--- config.mk ---
export PLATFORM = sky130hd
export DESIGN_NAME = axis_sign_splitter
export DESIGN_NICKNAME = d
export VERILOG_FILES = /design/src/rtl/axis_sign_splitter_pkg.sv /design/src/rtl/axis_skid_slice.sv /design/src/rtl/axis_sign_splitter.sv
export SDC_FILE = /design/constraint.sdc
export NUM_CORES = 1
export LEC_CHECK = 0
export CAP_MARGIN = 10
export CORE_MARGIN = 5
export CORE_UTILIZATION = 54
export DETAILED_ROUTE_END_ITERATION = 6
export MAX_ROUTING_LAYER = met4
export PLACE_DENSITY = 0.81
export SYNTH_ARGS = -nofsm -noshare
export SYNTH_HDL_FRONTEND = slang
export SYNTH_SLANG_ARGS = --single-unit
--- constraint.sdc ---
create_clock -name aclk -period 3.3 [get_ports aclk]
set_input_delay 0.825 -clock aclk [delete_from_list [all_inputs] [get_ports aclk]]
set_output_delay 0.825 -clock aclk [all_outputs]
set_load 0.1 [all_outputs]
--- src/rtl/axis_sign_splitter_pkg.sv ---
// Shared definitions for the sign splitter: skid FSM encoding and default widths.
package axis_sign_splitter_pkg;

  typedef enum logic [1:0] {
    SKID_EMPTY = 2'd0,
    SKID_ONE   = 2'd1,
    SKID_FULL  = 2'd2
  } skid_state_e;

  localparam int AXIS_TDATA_WIDTH_DEF = 32;
  localparam int CNTR_WIDTH_DEF       = 32;

endpackage

--- src/rtl/axis_skid_slice.sv ---
// Generic full-throughput skid register slice: registered ready and valid,
// main register plus one skid register so no combinational ready path exists.
module axis_skid_slice
  import axis_sign_splitter_pkg::*;
#(
  parameter int DW = 33
) (
  input  logic          aclk,
  input  logic          aresetn,
  input  logic [DW-1:0] s_data,
  input  logic          s_valid,
  output logic          s_ready,
  output logic [DW-1:0] m_data,
  output logic          m_valid,
  input  logic          m_ready
);

  skid_state_e   state_r;
  skid_state_e   next_state_s;
  logic          ready_r;
  logic          valid_r;
  logic [DW-1:0] main_r;
  logic [DW-1:0] skid_r;
  logic          accept_s;
  logic          xfer_s;
  logic          load_main_s;
  logic          load_skid_s;
  logic          skid_to_main_s;

  assign accept_s = s_valid & ready_r;
  assign xfer_s   = valid_r & m_ready;

  // State register; ready/valid are registered decodes of the next state
  always_ff @(posedge aclk or negedge aresetn) begin
    if (!aresetn) begin
      state_r <= SKID_EMPTY;
      ready_r <= 1'b0;
      valid_r <= 1'b0;
    end else begin
      state_r <= next_state_s;
      ready_r <= (next_state_s != SKID_FULL);
      valid_r <= (next_state_s != SKID_EMPTY);
    end
  end

  // Next-state decode from handshake events
  always_comb begin
    next_state_s = state_r;
    case (state_r)
      SKID_EMPTY: begin
        if (accept_s) next_state_s = SKID_ONE;
        else          next_state_s = SKID_EMPTY;
      end
      SKID_ONE: begin
        if (accept_s && !xfer_s)      next_state_s = SKID_FULL;
        else if (!accept_s && xfer_s) next_state_s = SKID_EMPTY;
        else                          next_state_s = SKID_ONE;
      end
      SKID_FULL: begin
        if (xfer_s) next_state_s = SKID_ONE;
        else        next_state_s = SKID_FULL;
      end
      default: next_state_s = SKID_EMPTY;
    endcase
  end

  // Data-path load controls per state
  always_comb begin
    load_main_s    = 1'b0;
    load_skid_s    = 1'b0;
    skid_to_main_s = 1'b0;
    case (state_r)
      SKID_EMPTY: load_main_s = accept_s;
      SKID_ONE: begin
        if (accept_s && xfer_s) load_main_s = 1'b1;
        else if (accept_s)      load_skid_s = 1'b1;
        else                    load_main_s = 1'b0;
      end
      SKID_FULL: skid_to_main_s = xfer_s;
      default: begin
        load_main_s    = 1'b0;
        load_skid_s    = 1'b0;
        skid_to_main_s = 1'b0;
      end
    endcase
  end

  // Main and skid data registers; main only changes on a load, so the output holds under stall
  always_ff @(posedge aclk or negedge aresetn) begin
    if (!aresetn) begin
      main_r <= {DW{1'b0}};
      skid_r <= {DW{1'b0}};
    end else begin
      if (load_main_s)         main_r <= s_data;
      else if (skid_to_main_s) main_r <= skid_r;
      else                     main_r <= main_r;
      if (load_skid_s) skid_r <= s_data;
      else             skid_r <= skid_r;
    end
  end

  assign s_ready = ready_r;
  assign m_valid = valid_r;
  assign m_data  = main_r;

endmodule

--- src/rtl/axis_sign_splitter.sv ---
// Signed-to-sign-magnitude AXI-Stream stage: optional negate, split sign to tuser,
// unsigned magnitude to tdata, with a count of accepted negative beats.
module axis_sign_splitter
  import axis_sign_splitter_pkg::*;
#(
  parameter int AXIS_TDATA_WIDTH = AXIS_TDATA_WIDTH_DEF,
  parameter int CNTR_WIDTH       = CNTR_WIDTH_DEF
) (
  input  logic                        aclk,
  input  logic                        aresetn,
  input  logic                        cfg_flag,
  output logic                        s_axis_tready,
  input  logic [AXIS_TDATA_WIDTH-1:0] s_axis_tdata,
  input  logic                        s_axis_tvalid,
  input  logic                        m_axis_tready,
  output logic [AXIS_TDATA_WIDTH-1:0] m_axis_tdata,
  output logic                        m_axis_tuser,
  output logic                        m_axis_tvalid,
  output logic [CNTR_WIDTH-1:0]       sts_neg_count
);

  localparam int W = AXIS_TDATA_WIDTH;

  logic [W-1:0]          neg_in_s;
  logic [W-1:0]          v_s;
  logic [W-1:0]          mag_s;
  logic                  sign_s;
  logic                  accept_s;
  logic [W:0]            m_data_s;
  logic [CNTR_WIDTH-1:0] cnt_r;

  // Transform at acceptance; the most-negative value maps to 2^(W-1), which fits unsigned W bits
  always_comb begin
    neg_in_s = {W{1'b0}} - s_axis_tdata;
    if (cfg_flag) v_s = neg_in_s;
    else          v_s = s_axis_tdata;
    sign_s = v_s[W-1];
    if (sign_s) mag_s = ~v_s + {{(W-1){1'b0}}, 1'b1};
    else        mag_s = v_s;
  end

  axis_skid_slice #(
    .DW (W + 1)
  ) u_skid (
    .aclk    (aclk),
    .aresetn (aresetn),
    .s_data  ({sign_s, mag_s}),
    .s_valid (s_axis_tvalid),
    .s_ready (s_axis_tready),
    .m_data  (m_data_s),
    .m_valid (m_axis_tvalid),
    .m_ready (m_axis_tready)
  );

  assign accept_s     = s_axis_tvalid & s_axis_tready;
  assign m_axis_tuser = m_data_s[W];
  assign m_axis_tdata = m_data_s[W-1:0];

  // Negative-beat counter, wraps silently
  always_ff @(posedge aclk or negedge aresetn) begin
    if (!aresetn) begin
      cnt_r <= {CNTR_WIDTH{1'b0}};
    end else if (accept_s && sign_s) begin
      cnt_r <= cnt_r + {{(CNTR_WIDTH-1){1'b0}}, 1'b1};
    end else begin
      cnt_r <= cnt_r;
    end
  end

  assign sts_neg_count = cnt_r;

endmodule

Yosys cells after proc, flatten, opt, wreduce, memory -nomap -nowiden
Index checks and enable logic that the tools add are counted.
- bits in registers: 102
- bits of input ports: 37
- word-level logic and storage cells: 39
- $add $sub $neg: 3
- equality and inequality tests: 3
- muxes and demuxes: 15
- bitwise logic cells: 3
- reductions and logical operators: 9
- operators with widths (kind ; count):
    $mux 33 ; 2
    $add 32x1->32 const B ; 2
    $mux 32 ; 2
    $not 32->32 ; 1
    $sub 1x32->32 const A ; 1
    $mux 1 ; 7
    $pmux 2 s3 ; 1
    $logic_and 1x1->1 ; 4
    $mux 2 ; 2
    $reduce_bool 2->1 ; 2
    $and 1x1->1 ; 2
    $eq 2x1->1 const B ; 1
    $eq 2x2->1 const B ; 1
    $logic_not 1->1 ; 2
    $logic_not 2->1 ; 1
    $ne 2x2->1 const B ; 1
    $pmux 1 s2 ; 1

Depth between registers and ports, before layout
- depth in word-level cells: 7
- gate-level depth with buffers: 13
- mapped depth without buffers: 10

Modules after synthesis
Synthesis repeated with hierarchy kept, for this count alone.
- cells, all modules: 607
- area, all modules: 6739.0 um^2
- by module, submodules not included (module ; times used ; cells each ; area each (um^2) ; seq. area each (um^2)):
    axis_sign_splitter ; 1 ; 406 ; 3389.5 ; 800.8
    axis_skid_slice ; 1 ; 201 ; 3349.5 ; 1751.7

Worst setup path before layout
No wires, ideal clock.
- path type: input -> register
- start: input s_axis_tdata[2]
- end: register cnt_r[25] (netlist: sts_neg_count[25])
- setup time: 158 ps
- data arrival time: 4012 ps
- data required time: 3142 ps
- path slack: -870 ps
- cell stages on the path: 11
- path buffers: 3
- cell sequence: clkbuf_1 or4_1 buf_2 or4_4 buf_6 o41ai_2 xor2_1 or3_1 nor4_1 nand3_1 xnor2_1
- cells in the longest elaborated chain, start to end: 3
- RTL lines (item ; line ; RTL):
    from (decl) ; axis_sign_splitter.sv:13 ; input logic [AXIS_TDATA_WIDTH-1:0] s_axis_tdata,
    $sub 1x32->32 ; axis_sign_splitter.sv:34 ; neg_in_s = {W{1'b0}} - s_axis_tdata;
    $mux 32 ; axis_sign_splitter.sv:35 ; if (cfg_flag) v_s = neg_in_s;
    $logic_and 1x1->1 ; axis_sign_splitter.sv:63 ; end else if (accept_s && sign_s) begin
    to (signal assigned) ; axis_sign_splitter.sv:62 ; cnt_r <= {CNTR_WIDTH{1'b0}};
    to (signal assigned) ; axis_sign_splitter.sv:64 ; cnt_r <= cnt_r + {{(CNTR_WIDTH-1){1'b0}}, 1'b1};
    to (signal assigned) ; axis_sign_splitter.sv:66 ; cnt_r <= cnt_r;
    to (decl) ; axis_sign_splitter.sv:30 ; logic [CNTR_WIDTH-1:0] cnt_r;
No other way between the ends.
A chain may end at the register's enable or synchronous reset.

Worst setup path in the final report
- start: input s_axis_tdata[0]
- end: register u_skid.skid_r[15]
- cells in the longest elaborated chain, start to end: 5
- RTL lines (item ; line ; RTL):
    $sub 1x32->32 ; axis_sign_splitter.sv:34 ;
    $mux 32 (*) ; axis_sign_splitter.sv:35 ;
    $not 32->32 ; axis_sign_splitter.sv:38 ; if (sign_s) mag_s = ~v_s + {{(W-1){1'b0}}, 1'b1};
    $add 32x1->32 ; axis_sign_splitter.sv:38 ;
    $mux 32 (*) ; axis_sign_splitter.sv:38 ;
    to (signal assigned) ; axis_skid_slice.sv:92 ; skid_r <= {DW{1'b0}};
    to (signal assigned) ; axis_skid_slice.sv:97 ; if (load_skid_s) skid_r <= s_data;
    to (signal assigned) ; axis_skid_slice.sv:98 ; else skid_r <= skid_r;
    to (decl) ; axis_skid_slice.sv:23 ; logic [DW-1:0] skid_r;
Every way passes the cells marked *; elsewhere a longest branch is shown, timed or not.

==> metrics.txt <==
# TYPE chip_impl_metric gauge
chip_impl_metric{name="pin_count",unit=""} 104
chip_impl_metric{name="antennaDiodeCount",unit=""} 0
chip_impl_metric{name="vias_per_cell",unit=""} 6.76
chip_impl_metric{name="hpwl_dp",unit="um"} 13700
chip_impl_metric{name="path_max_fanout",unit=""} 8
chip_impl_metric{name="core_area",unit="mm^2"} 0.0114
chip_impl_metric{name="antenna_violating_nets_post_route",unit=""} 0
chip_impl_metric{name="synth_top_area_share",unit="%"} 40.4
chip_impl_metric{name="floorplan.die.height",unit="um"} 118
chip_impl_metric{name="report.final.setup_viol",unit=""} 94
chip_impl_metric{name="slew_headroom",unit="%"} 48.8
chip_impl_info{name="yosysTopAreaCell",value="sky130_fd_sc_hd__dfrtp_1"} 1
chip_impl_metric{name="nFillCells",unit=""} 491
chip_impl_metric{name="vias",unit=""} 7357
chip_impl_info{name="cpMaxStageDelayCell",value="sky130_fd_sc_hd__or4_4"} 1
chip_impl_metric{name="cp.buffers_inverters",unit=""} 7
chip_impl_metric{name="area_growth",unit="%"} 59.4
chip_impl_info{name="tritoncts",value="built"} 1
chip_impl_metric{name="drt-initial-drc-count",unit=""} 931
chip_impl_info{name="mostFrequentLayoutCell",value="sky130_fd_sc_hd__buf_4"} 1
chip_impl_metric{name="p_per_area",unit="mW/mm^2"} 772
chip_impl_info{name="clk_root_buffer_cell",value="sky130_fd_sc_hd__clkbuf_16"} 1
chip_impl_metric{name="synth_cell_type_count",unit=""} 64
chip_impl_metric{name="drt-pass1-iter-count",unit=""} 5
chip_impl_metric{name="timing.critical_path.arrival",unit="ns"} 3.95
chip_impl_metric{name="final_global_route_overflow_total",unit=""} 0
chip_impl_metric{name="syn_inst",unit=""} 688
chip_impl_metric{name="clkLatencyLatePin",unit="ns"} 0.36
chip_impl_info{name="crit_path_cell_trace",value="buf_8, or4_4, or4_4, buf_12, o41ai_4, buf_4, xor2_4, buf_4, buf_6, buf_16, buf_6, a21oi_4, xor2_2, o21ai_1"} 1
chip_impl_info{name="outcome",value="finished with violations"} 1
chip_impl_metric{name="leakagePower",unit="nW"} 4.49
chip_impl_metric{name="cts-buffers-inserted",unit=""} 9
chip_impl_metric{name="cts_hold_buf",unit=""} 0
chip_impl_info{name="commonest_cells_after_routing_fill_and_taps_aside",value="213 x sky130_fd_sc_hd__buf_4, 102 x sky130_fd_sc_hd__dfrtp_1, 67 x sky130_fd_sc_hd__nand2_1"} 1
chip_impl_info{name="end_kind",value="flop"} 1
chip_impl_metric{name="grt_antenna_before_repair",unit=""} 0
chip_impl_metric{name="cts.htree.levels",unit=""} 3
chip_impl_metric{name="clk_transition_reported_paths",unit="ns"} 0.07
chip_impl_metric{name="final_hold_viol_count",unit=""} 0
chip_impl_metric{name="syn-mean-instance-area",unit="um^2"} 9.17
chip_impl_metric{name="synth_area",unit="mm^2"} 0.00631
chip_impl_metric{name="cp.required",unit="ns"} 3.52
chip_impl_metric{name="grt_use_met2",unit="%"} 49.3
chip_impl_metric{name="multi_input_area",unit="mm^2"} 0.00458
chip_impl_info{name="synth_top_flop_cell",value="sky130_fd_sc_hd__dfrtp_1"} 1
chip_impl_metric{name="start_util",unit="%"} 55.3
chip_impl_metric{name="slew_viol_final",unit=""} 0
chip_impl_metric{name="numClockSinks",unit=""} 102
chip_impl_metric{name="layout_worst_path_cycle_share",unit="%"} 113
chip_impl_metric{name="largest_net_degree_at_the_start_of_global_routing",unit=""} 58
chip_impl_metric{name="ys_seq_area_share",unit="%"} 40.4
chip_impl_info{name="grt_most_used_layer",value="met2"} 1
chip_impl_metric{name="first_global_vias",unit=""} 6777
chip_impl_metric{name="async_s_r_ff_share_synth",unit="%"} 100
chip_impl_metric{name="max_freq",unit="MHz"} 268
chip_impl_metric{name="fp.dieArea",unit="mm^2"} 0.0140
chip_impl_metric{name="sequential_cell_area",unit="mm^2"} 0.00255
chip_impl_metric{name="floorplan.rows",unit=""} 39
chip_impl_metric{name="die_w",unit="um"} 118
chip_impl_metric{name="finalPower",unit="mW"} 7.76
chip_impl_metric{name="yosys_warnings",unit=""} 0
chip_impl_metric{name="clk_path_buf_depth",unit=""} 2
chip_impl_metric{name="route.detailed.drc",unit=""} 0
chip_impl_info{name="failed_checks",value="setup timing"} 1
chip_impl_metric{name="syn-num-nets",unit=""} 731
chip_impl_info{name="synth.top_cells.by_area",value="sky130_fd_sc_hd__dfrtp_1 40%, sky130_fd_sc_hd__xnor2_1 6.7%, sky130_fd_sc_hd__xor2_1 5.1%"} 1
chip_impl_metric{name="finalSetupTns",unit="ns"} -26.77
chip_impl_info{name="cpLargestDelayFamily",value="simple AND/OR/NAND/NOR gates"} 1
chip_impl_metric{name="port-buffer-count",unit=""} 103
chip_impl_metric{name="worstMarginPinSlew",unit="ns"} 0.767
chip_impl_metric{name="grt_use_total",unit="%"} 30.2
chip_impl_metric{name="worst_ir_drop_vdd",unit="mV"} 0.876
chip_impl_metric{name="critPathMaxStageDelay",unit="ns"} 0.58
chip_impl_metric{name="maxCapViolCount",unit=""} 0
chip_impl_metric{name="synth.ff_latch_count",unit=""} 102
chip_impl_info{name="path_class",value="in -> reg"} 1
chip_impl_metric{name="grtUsageMet3",unit="%"} 6.20
chip_impl_metric{name="met1_usage",unit="%"} 36.4
chip_impl_metric{name="number_of_flops_mapped_to_enable_cells_by_yosys",unit=""} 0
chip_impl_metric{name="gp_congestion",unit=""} 0.943
chip_impl_metric{name="fin_ws",unit="ns"} -0.431
chip_impl_metric{name="fin_nets",unit=""} 984
chip_impl_metric{name="period_minus_slack",unit="ns"} 3.73
chip_impl_info{name="holdCritPathClass",value="reg -> reg"} 1
chip_impl_metric{name="worst_clock_skew",unit="ns"} 0.00890
chip_impl_metric{name="final_layout_size_suffix_gt1_share",unit="%"} 46.3
chip_impl_metric{name="drt_wl_total",unit="um"} 27300
chip_impl_info{name="unrepaired_setup_endpoints_after_global_routing",value="yes"} 1
chip_impl_metric{name="first_pass_grt_wire_length",unit="um"} 34000
chip_impl_info{name="critical_path.startpoint_type",value="input pin"} 1
chip_impl_metric{name="post_drt_wl_per_cell",unit="um"} 25.1
## metrics by stage
| stage | std cells | hold slack, ns | cell area [um^2] | util (%) | setup slack [ns] |
|---|---|---|---|---|---|
| after global routing | 1089 | 0.506 | 10100 | 88.1 | -0.507 |
| final | 1089 | 0.480 | 10100 | 88.1 | -0.431 |
| after global placement | 1027 | 0.457 | 8320 | 72.8 | -0.949 |
| after floorplan | 688 | 0.446 | 6430 | - | -0.448 |
| after CTS | 1074 | 0.481 | 9370 | 82.0 | -0.253 |
| after detailed placement | 1027 | 0.467 | 8320 | 72.8 | -1.19 |
## worst paths after layout
kind,startpoint,end,slack (ns),cells past startpoint
max reg2reg,sts_neg_count[3],sts_neg_count[23],0.55,9
min reg2reg,sts_neg_count[31],sts_neg_count[31],0.48,1
max in group asynchronous,aresetn,u_skid.m_data[7],2.04,2
max,s_axis_tdata[0],u_skid.skid_r[15],-0.43,14
min,sts_neg_count[31],sts_neg_count[31],0.48,1
min in group asynchronous,aresetn,sts_neg_count[4],0.55,1
## where the power goes
part / internal, mW / switching (mW) / total (mW)
sequential: 1.70 / 0.367 / 2.06
combinational: 1.26 / 3.29 / 4.55
clock: 0.634 / 0.521 / 1.16
## final cells by class
class / instances / share of cell area [%]
multi-input combinational: 535 / 45.5
sequential: 102 / 25.4
timing repair buffer: 283 / 23.9
clock buffer: 12 / 2.55
tap: 143 / 1.78
clock inverter: 4 / 0.547
inverter: 10 / 0.373
## registers in the layout, indices dropped and copies added, names as in the netlist
register	flops
u_skid.s_ready	1
sts_neg_count	32
u_skid.m_data	33
u_skid.state_r	2
u_skid.m_valid	1
u_skid.skid_r	33
## Yosys cell counts, types with 8 or more instances
cell	n
sky130_fd_sc_hd__a21oi_1	38
sky130_fd_sc_hd__a31oi_1	8
sky130_fd_sc_hd__and3_1	12
sky130_fd_sc_hd__clkbuf_1	31
sky130_fd_sc_hd__dfrtp_1	102
sky130_fd_sc_hd__inv_1	9
sky130_fd_sc_hd__mux2_2	26
sky130_fd_sc_hd__mux2i_1	16
sky130_fd_sc_hd__nand2_1	71
sky130_fd_sc_hd__nand3_1	35
sky130_fd_sc_hd__nand4_1	10
sky130_fd_sc_hd__nor2_1	52
sky130_fd_sc_hd__nor3_1	22
sky130_fd_sc_hd__nor4_1	10
sky130_fd_sc_hd__o21ai_0	41
sky130_fd_sc_hd__or4_1	8
sky130_fd_sc_hd__xnor2_1	48
sky130_fd_sc_hd__xor2_1	37
## routing by layer
metal	vias to the layer above	share of wire (%)	wire length, um
met4	0	6.9	1880
met3	192	10	2780
met1	3535	36	9750
li1	2969	-	-
met2	661	47	12900
met5	-	0	0
## logic make-up after synthesis
family / synth area share (%)
and+or+nand+nor: 21.3
muxes: 7.18
AOI/OAI and AO/OA: 14.2
adders and majority gates: 1.19
DFF: 40.4
buffers and inverters: 3.41
xor gates and xnor gates: 12.3
## repair_timing
action / CTS / global route
hold endpoints to repair: 0 / 0
gates resized for setup: 132 / 122
pin swaps: 65 / 81
endpoints found under the setup margin: 96 / 91
buffers inserted: 33 / 19
gates cloned: 2 / 0
No activity file was read; power rests on OpenSTA's default activity.
